==> config.mk <==
export PLATFORM = sky130hd
export DESIGN_NAME = seg_scan_driver
export DESIGN_NICKNAME = d
export VERILOG_FILES = /design/src/rtl/seg_scan_pkg.sv /design/src/rtl/seg7_decode.sv /design/src/rtl/seg_scan_driver.sv
export SDC_FILE = /design/constraint.sdc
export NUM_CORES = 1
export LEC_CHECK = 0
export ABC_AREA = 1
export BUFFER_PORTS_ARGS = -buffer_cell sky130_fd_sc_hd__buf_4
export CORE_ASPECT_RATIO = 0.9
export CORE_MARGIN = 2
export CORE_UTILIZATION = 53
export DETAILED_ROUTE_END_ITERATION = 10
export GPL_TIMING_DRIVEN = 0
export PLACE_DENSITY = 0.74
export SETUP_SLACK_MARGIN = 0.4
export SLEW_MARGIN = 20
export SYNTH_ARGS = -nofsm -noshare
export SYNTH_HDL_FRONTEND = slang
export SYNTH_SLANG_ARGS = --single-unit
==> constraint.sdc <==
create_clock -name clk -period 2.7 [get_ports clk]
set_clock_uncertainty 0.15 [all_clocks]
set_input_delay 0.54 -clock clk [delete_from_list [all_inputs] [get_ports clk]]
set_output_delay 0.54 -clock clk [all_outputs]
set_load 0.05 [all_outputs]
==> src/rtl/seg_scan_pkg.sv <==
`default_nettype none
// ============================================================================
//  Module      : seg_scan_pkg
//  Description : Shared constants and types for the seg_scan_driver block.
//                Optional feature macro: SEG_SCAN_LZB_EN (leading-zero blanking).
//  Revision    : 1.0 - initial release
// ============================================================================
package seg_scan_pkg;

  localparam int NUM_DIGITS = 4;

  // Active-low seven-segment code, bit 0 = segment a ... bit 6 = segment g
  typedef logic [6:0] seg_code_t;

  localparam seg_code_t               SEG_BLANK = 7'b1111111;
  localparam logic [NUM_DIGITS-1:0]   AN_OFF    = 4'b1111;

endpackage : seg_scan_pkg
`default_nettype wire

==> src/rtl/seg7_decode.sv <==
`default_nettype none
// ============================================================================
//  Module      : seg7_decode
//  Description : Combinational BCD nibble to active-low seven-segment lookup.
//                Non-decimal nibbles (0xA-0xF) produce an all-off code.
//  Revision    : 1.0 - initial release
// ============================================================================
module seg7_decode
  import seg_scan_pkg::*;
(
  input  logic [3:0] nibble,
  output seg_code_t  seg
);

  // Table lookup; the default arm keeps invalid digits dark instead of X
  always_comb begin
    seg = SEG_BLANK;
    case (nibble)
      4'h0: seg = 7'b1000000;
      4'h1: seg = 7'b1111001;
      4'h2: seg = 7'b0100100;
      4'h3: seg = 7'b0110000;
      4'h4: seg = 7'b0011001;
      4'h5: seg = 7'b0010010;
      4'h6: seg = 7'b0000010;
      4'h7: seg = 7'b1111000;
      4'h8: seg = 7'b0000000;
      4'h9: seg = 7'b0010000;
      default: seg = SEG_BLANK;
    endcase
  end

endmodule : seg7_decode
`default_nettype wire

==> src/rtl/seg_scan_driver.sv <==
`default_nettype none
// ============================================================================
//  Module      : seg_scan_driver
//  Description : Time-multiplexed driver for a 4-digit common-anode display.
//                Double-buffered BCD input, prescaled digit scan, registered
//                active-low anode and segment outputs.
//                Optional feature macro: SEG_SCAN_LZB_EN (leading-zero blanking
//                of digits 3..1; digit 0 is always shown).
//  Revision    : 1.0 - initial release
// ============================================================================
module seg_scan_driver
  import seg_scan_pkg::*;
#(
  parameter int CLK_DIV = 50000,
  parameter int DIV_W   = $clog2(CLK_DIV)
) (
  input  logic                  clk,
  input  logic                  rst,
  input  logic                  load,
  input  logic [15:0]           din,
  input  logic                  blank,
  output logic                  busy,
  output logic                  frame_tick,
  output logic [NUM_DIGITS-1:0] an,
  output seg_code_t             seg
);

  localparam logic [DIV_W-1:0] c_div_max = DIV_W'(CLK_DIV - 1);

  logic [DIV_W-1:0] r_div;
  logic [1:0]       r_idx;
  logic [15:0]      r_pend;
  logic [15:0]      r_disp;

  logic                  w_tick;
  logic                  w_boundary;
  logic [3:0]            w_nibble;
  seg_code_t             w_dec;
  logic                  w_suppress;
  seg_code_t             w_seg_next;
  logic [NUM_DIGITS-1:0] w_an_next;

  assign w_tick     = (r_div == c_div_max);
  assign w_boundary = w_tick && (r_idx == 2'd3);
  assign w_nibble   = r_disp[{r_idx, 2'b00} +: 4];

  seg7_decode u_decode (
    .nibble (w_nibble),
    .seg    (w_dec)
  );

`ifdef SEG_SCAN_LZB_EN
  // Shifting out the lower digits leaves this digit and all higher ones;
  // if that remainder is zero the digit is a leading zero.
  assign w_suppress = (r_idx != 2'd0) && ((r_disp >> {r_idx, 2'b00}) == 16'h0000);
`else
  assign w_suppress = 1'b0;
`endif

  assign w_seg_next = w_suppress ? SEG_BLANK : w_dec;
  assign w_an_next  = blank ? AN_OFF : ~(4'b0001 << r_idx);

  // Prescaler: free-running 0..CLK_DIV-1, one tick per digit slot
  always_ff @(posedge clk or posedge rst) begin
    if (rst) begin
      r_div <= '0;
    end else if (w_tick) begin
      r_div <= '0;
    end else begin
      r_div <= r_div + DIV_W'(1);
    end
  end

  // Digit scan: on each tick light the current digit and move to the next
  always_ff @(posedge clk or posedge rst) begin
    if (rst) begin
      r_idx <= 2'd0;
      an    <= AN_OFF;
      seg   <= SEG_BLANK;
    end else if (w_tick) begin
      r_idx <= r_idx + 2'd1;
      an    <= w_an_next;
      seg   <= w_seg_next;
    end
  end

  // Double buffer: new values wait in pend and transfer only at a frame
  // boundary so a frame never mixes old and new digits. A load landing on
  // the boundary itself goes straight to disp, superseding any pending value.
  always_ff @(posedge clk or posedge rst) begin
    if (rst) begin
      r_pend <= 16'h0000;
      r_disp <= 16'h0000;
      busy   <= 1'b0;
    end else if (w_boundary) begin
      if (load) begin
        r_disp <= din;
      end else if (busy) begin
        r_disp <= r_pend;
      end
      busy <= 1'b0;
    end else if (load) begin
      r_pend <= din;
      busy   <= 1'b1;
    end
  end

  // Frame pulse: one cycle after each boundary tick
  always_ff @(posedge clk or posedge rst) begin
    if (rst) begin
      frame_tick <= 1'b0;
    end else begin
      frame_tick <= w_boundary;
    end
  end

endmodule : seg_scan_driver
`default_nettype wire

==> metrics.md <==
| Metric | Value |
|---|---|
| DP Worst Slack | `0.6567 ns` |
| Hold_buf cts | `0` |
| PostCTS Resize Cnt | `0` |
| Worst Setup End Kind | `register` |
| Worst slew pin tran | `0.4458 ns` |
| YS warnings | `0` |
| Die height | `79.85 um` |
| # rows | `27` |
| Worst endpoint data arrival time | `2.19 ns` |
| CTS Buf Count | `9` |
| Area Overhead vs Synth | `17.25%` |
| Cell Pwr Density | `508.1 nW/um2` |
| Clock latency on the worst-skew pair | `0.34 ns` |
| Syn Nets | `444` |
| Reg clk slew, reported paths | `0.07 ns` |
| Critical path data required time | `2.83 ns` |
| Via-per-instance ratio | `4.880` |
| Yosys cell types | `32` |
| Clock root cell | `clkbuf_8` |
| Routed vias | `2679` |
| Core ar. | `6148 um2` |
| Sequential area share after synthesis | `0.4694` |
| Global route overflow | `0` |
| Crit path max fanout | `11` |
| Worst min path class | `in -> async` |
| DRT Pass-1 Iters | `6` |
| Max cap viols | `0` |
| Maximum vdd ir drop | `387.6 uV` |
| N_diodes | `0` |
| Setup Fix Bufs, Post-CTS | `0` |
| Critical path depth | `11` |
| Delay-heaviest family, CP | `simple AND/OR/NAND/NOR gates` |
| Die Span X | `88.28 um` |
| Crit path launch | `r_idx[0]` |
| GRT Total Usage | `0.2160` |
| Antenna-violating nets left | `0` |
| Vias in the first global route | `2678` |
| RePlAce Congestion | `0.8955` |
| Reg2reg start | `r_idx[0]` |
| Worst R2R Setup Slack | `0.64 ns` |
| Hpwl dp | `4.851 mm` |
| Leakage | `0.002162 uW` |
| Nets | `487` |
| Worst Reg-to-Reg Cells | `11` |
| Outcome | `finished, final reports clean` |
| Filler cells | `547` |
| Fmax | `485.1 MHz` |
| Crit share post-route | `0.7635` |
| CP bufs+invs | `3` |
| Layout cell share with drive strength beyond 1 | `0.2359` |
| Max-slew headroom | `0.7028` |
| CTS tree | `done` |
| Reg-to-reg endpoint | `seg[1]` |
| Area occupied by multi-input gates | `1569 um2` |
| DRC viols | `0` |
| Design Area, Final | `3973 um2` |
| CTS Sinks | `63` |
| WS Path Type | `reg -> reg` |
| Most frequent cells in the layout | `nand2_1, nand3_1, dfrtp_1` |
| Placed cell area | `3752 um2` |
| RSZ-0062 raised after global routing | `false` |
| Worst setup endpoint | `seg[1]` |
| Mapped Cells | `414` |
| Antenna violations before repair | `0` |
| Final Hold Fails | `0` |
| Register area | `1590 um2` |
| Synth Register Bits | `63` |
| Depth of the CTS H-tree | `3` |
| Starting DRT DRC Count | `117` |
| DIE AREA | `7049 um2` |
| Routed len/inst | `11.97 um` |
| Largest net degree at the start of global routing | `39` |
| Mapped cell area | `3388 um2` |
| Startpoint types | `register` |
| Clock Path Buffers | `2` |
| Leading cell type in the layout, fill and taps excluded | `nand2_1` |
| # port buffers | `31` |
| Final Max Slew Viols | `0` |
| Cell mode on critical path | `nand2_1` |
| CP max stage delay | `0.41 ns` |
| Final setup viols | `0` |
| Syn avg cell area | `8.184 um2` |
| First-pass GRT wire length | `11.79 mm` |
| # IOs | `33` |
| CP Cell Sequence | `buf_4, inv_2, buf_4, nand2_1, nand3_1, nand2_1, ha_1, nand3_1, o21ai_0, nand2_1, nand2_1` |
| Min cycle time layout | `2.062 ns` |
| Starting Density | `0.5511` |
| Crit path max-delay cell type | `dfrtp_1` |
| Worst setup margin | `0.6385 ns` |
| Final wirelength | `6.570 mm` |
==> cell families (layout without fill, tap and decap cells) <==
family / Yosys count / after routing / share of synthesized area
buffers and inverters: 51 / 99 / 0.06757
adders and majority gates: 10 / 10 / 0.03693
muxes: 16 / 16 / 0.05317
AOI/OAI and AO/OA: 12 / 12 / 0.01846
DFF: 63 / 63 / 0.4694
and+or+nand+nor: 254 / 254 / 0.3338
xor gates and xnor gates: 8 / 8 / 0.02068
==> layer usage <==
metal  GRT usage  up-vias  wire [um]
li1            -     1402          -
met4     0.05303        0         42
met5           0        -          0
met1      0.2780     1218       3100
met3     0.07239        4        252
met2      0.3511       55       3175
==> metrics by stage <==
stage	util	total power, uW	TNS, ns	instances	hold WS (ns)
CTS	0.6461	2048	0	549	0.008242
detailed placement	0.6103	1134	0	533	0.3079
global placement	0.6066	1126	-17.21	532	0.2996
finish	0.6461	2019	0	549	0.01308
floorplan	-	1082	0	414	0.2867
global route	0.6461	2112	0	549	0.01385
==> power by group <==
part	internal (uW)	switching (uW)
logic	60.5	72.3
clock network	522	381
registers	971	12.0
total	1550	465
==> how the worst min path moves through the flow <==
stage                            end  slack, ns  cells past startpoint
final                     r_pend[13]       0.01                      2
after global routing      r_pend[13]       0.01                      2
after detailed placement   r_pend[6]       0.31                      2
after global placement     r_pend[2]       0.30                      2
after floorplan           r_disp[12]       0.29                      2
after CTS                       busy      0.008                      2
==> flip-flops by register name, indices dropped and copies added, names as in the netlist <==
signal / count
an: 4
r_pend: 16
r_idx: 2
r_div: 16
busy: 1
r_disp: 16
frame_tick: 1
seg: 7
==> synthesized netlist by cell type <==
cell type / n / area, um2
or2_2: 1 / 6.260
nor3_1: 7 / 35.03
buf_4: 3 / 22.52
nor3_4: 1 / 16.27
ha_1: 10 / 125.1
nand4_1: 1 / 6.260
dfstp_2: 11 / 289.0
o21ai_0: 7 / 35.03
buf_1: 2 / 7.510
nor2_4: 1 / 11.26
nor2_8: 1 / 20.02
inv_4: 1 / 6.260
o211ai_1: 1 / 7.510
nand3_1: 57 / 285.3
nor2_2: 2 / 12.51
dfrtp_1: 52 / 1301
buf_2: 7 / 35.03
nor3_2: 1 / 10.01
nand2_2: 2 / 12.51
inv_1: 29 / 108.9
mux2_2: 16 / 180.2
nand2_1: 142 / 533.0
nand3b_1: 1 / 7.510
a21oi_1: 3 / 15.01
buf_6: 2 / 22.52
nand3_2: 1 / 10.01
nor2_1: 32 / 120.1
o21ai_1: 1 / 5.000
xor2_1: 8 / 70.07
clkinv_1: 1 / 3.750
nand2_4: 4 / 45.04
inv_2: 6 / 22.52
==> cell type report <==
type                       instances  area share
buffer                            14     0.02205
clock buffer                       9     0.03118
clock inverter                     7     0.02425
inverter                          37     0.03622
multi-input combinational        300      0.3950
sequential                        63      0.4003
tap                               87     0.02740
timing repair buffer              32     0.06362
(Power assumes the default switching activity.)
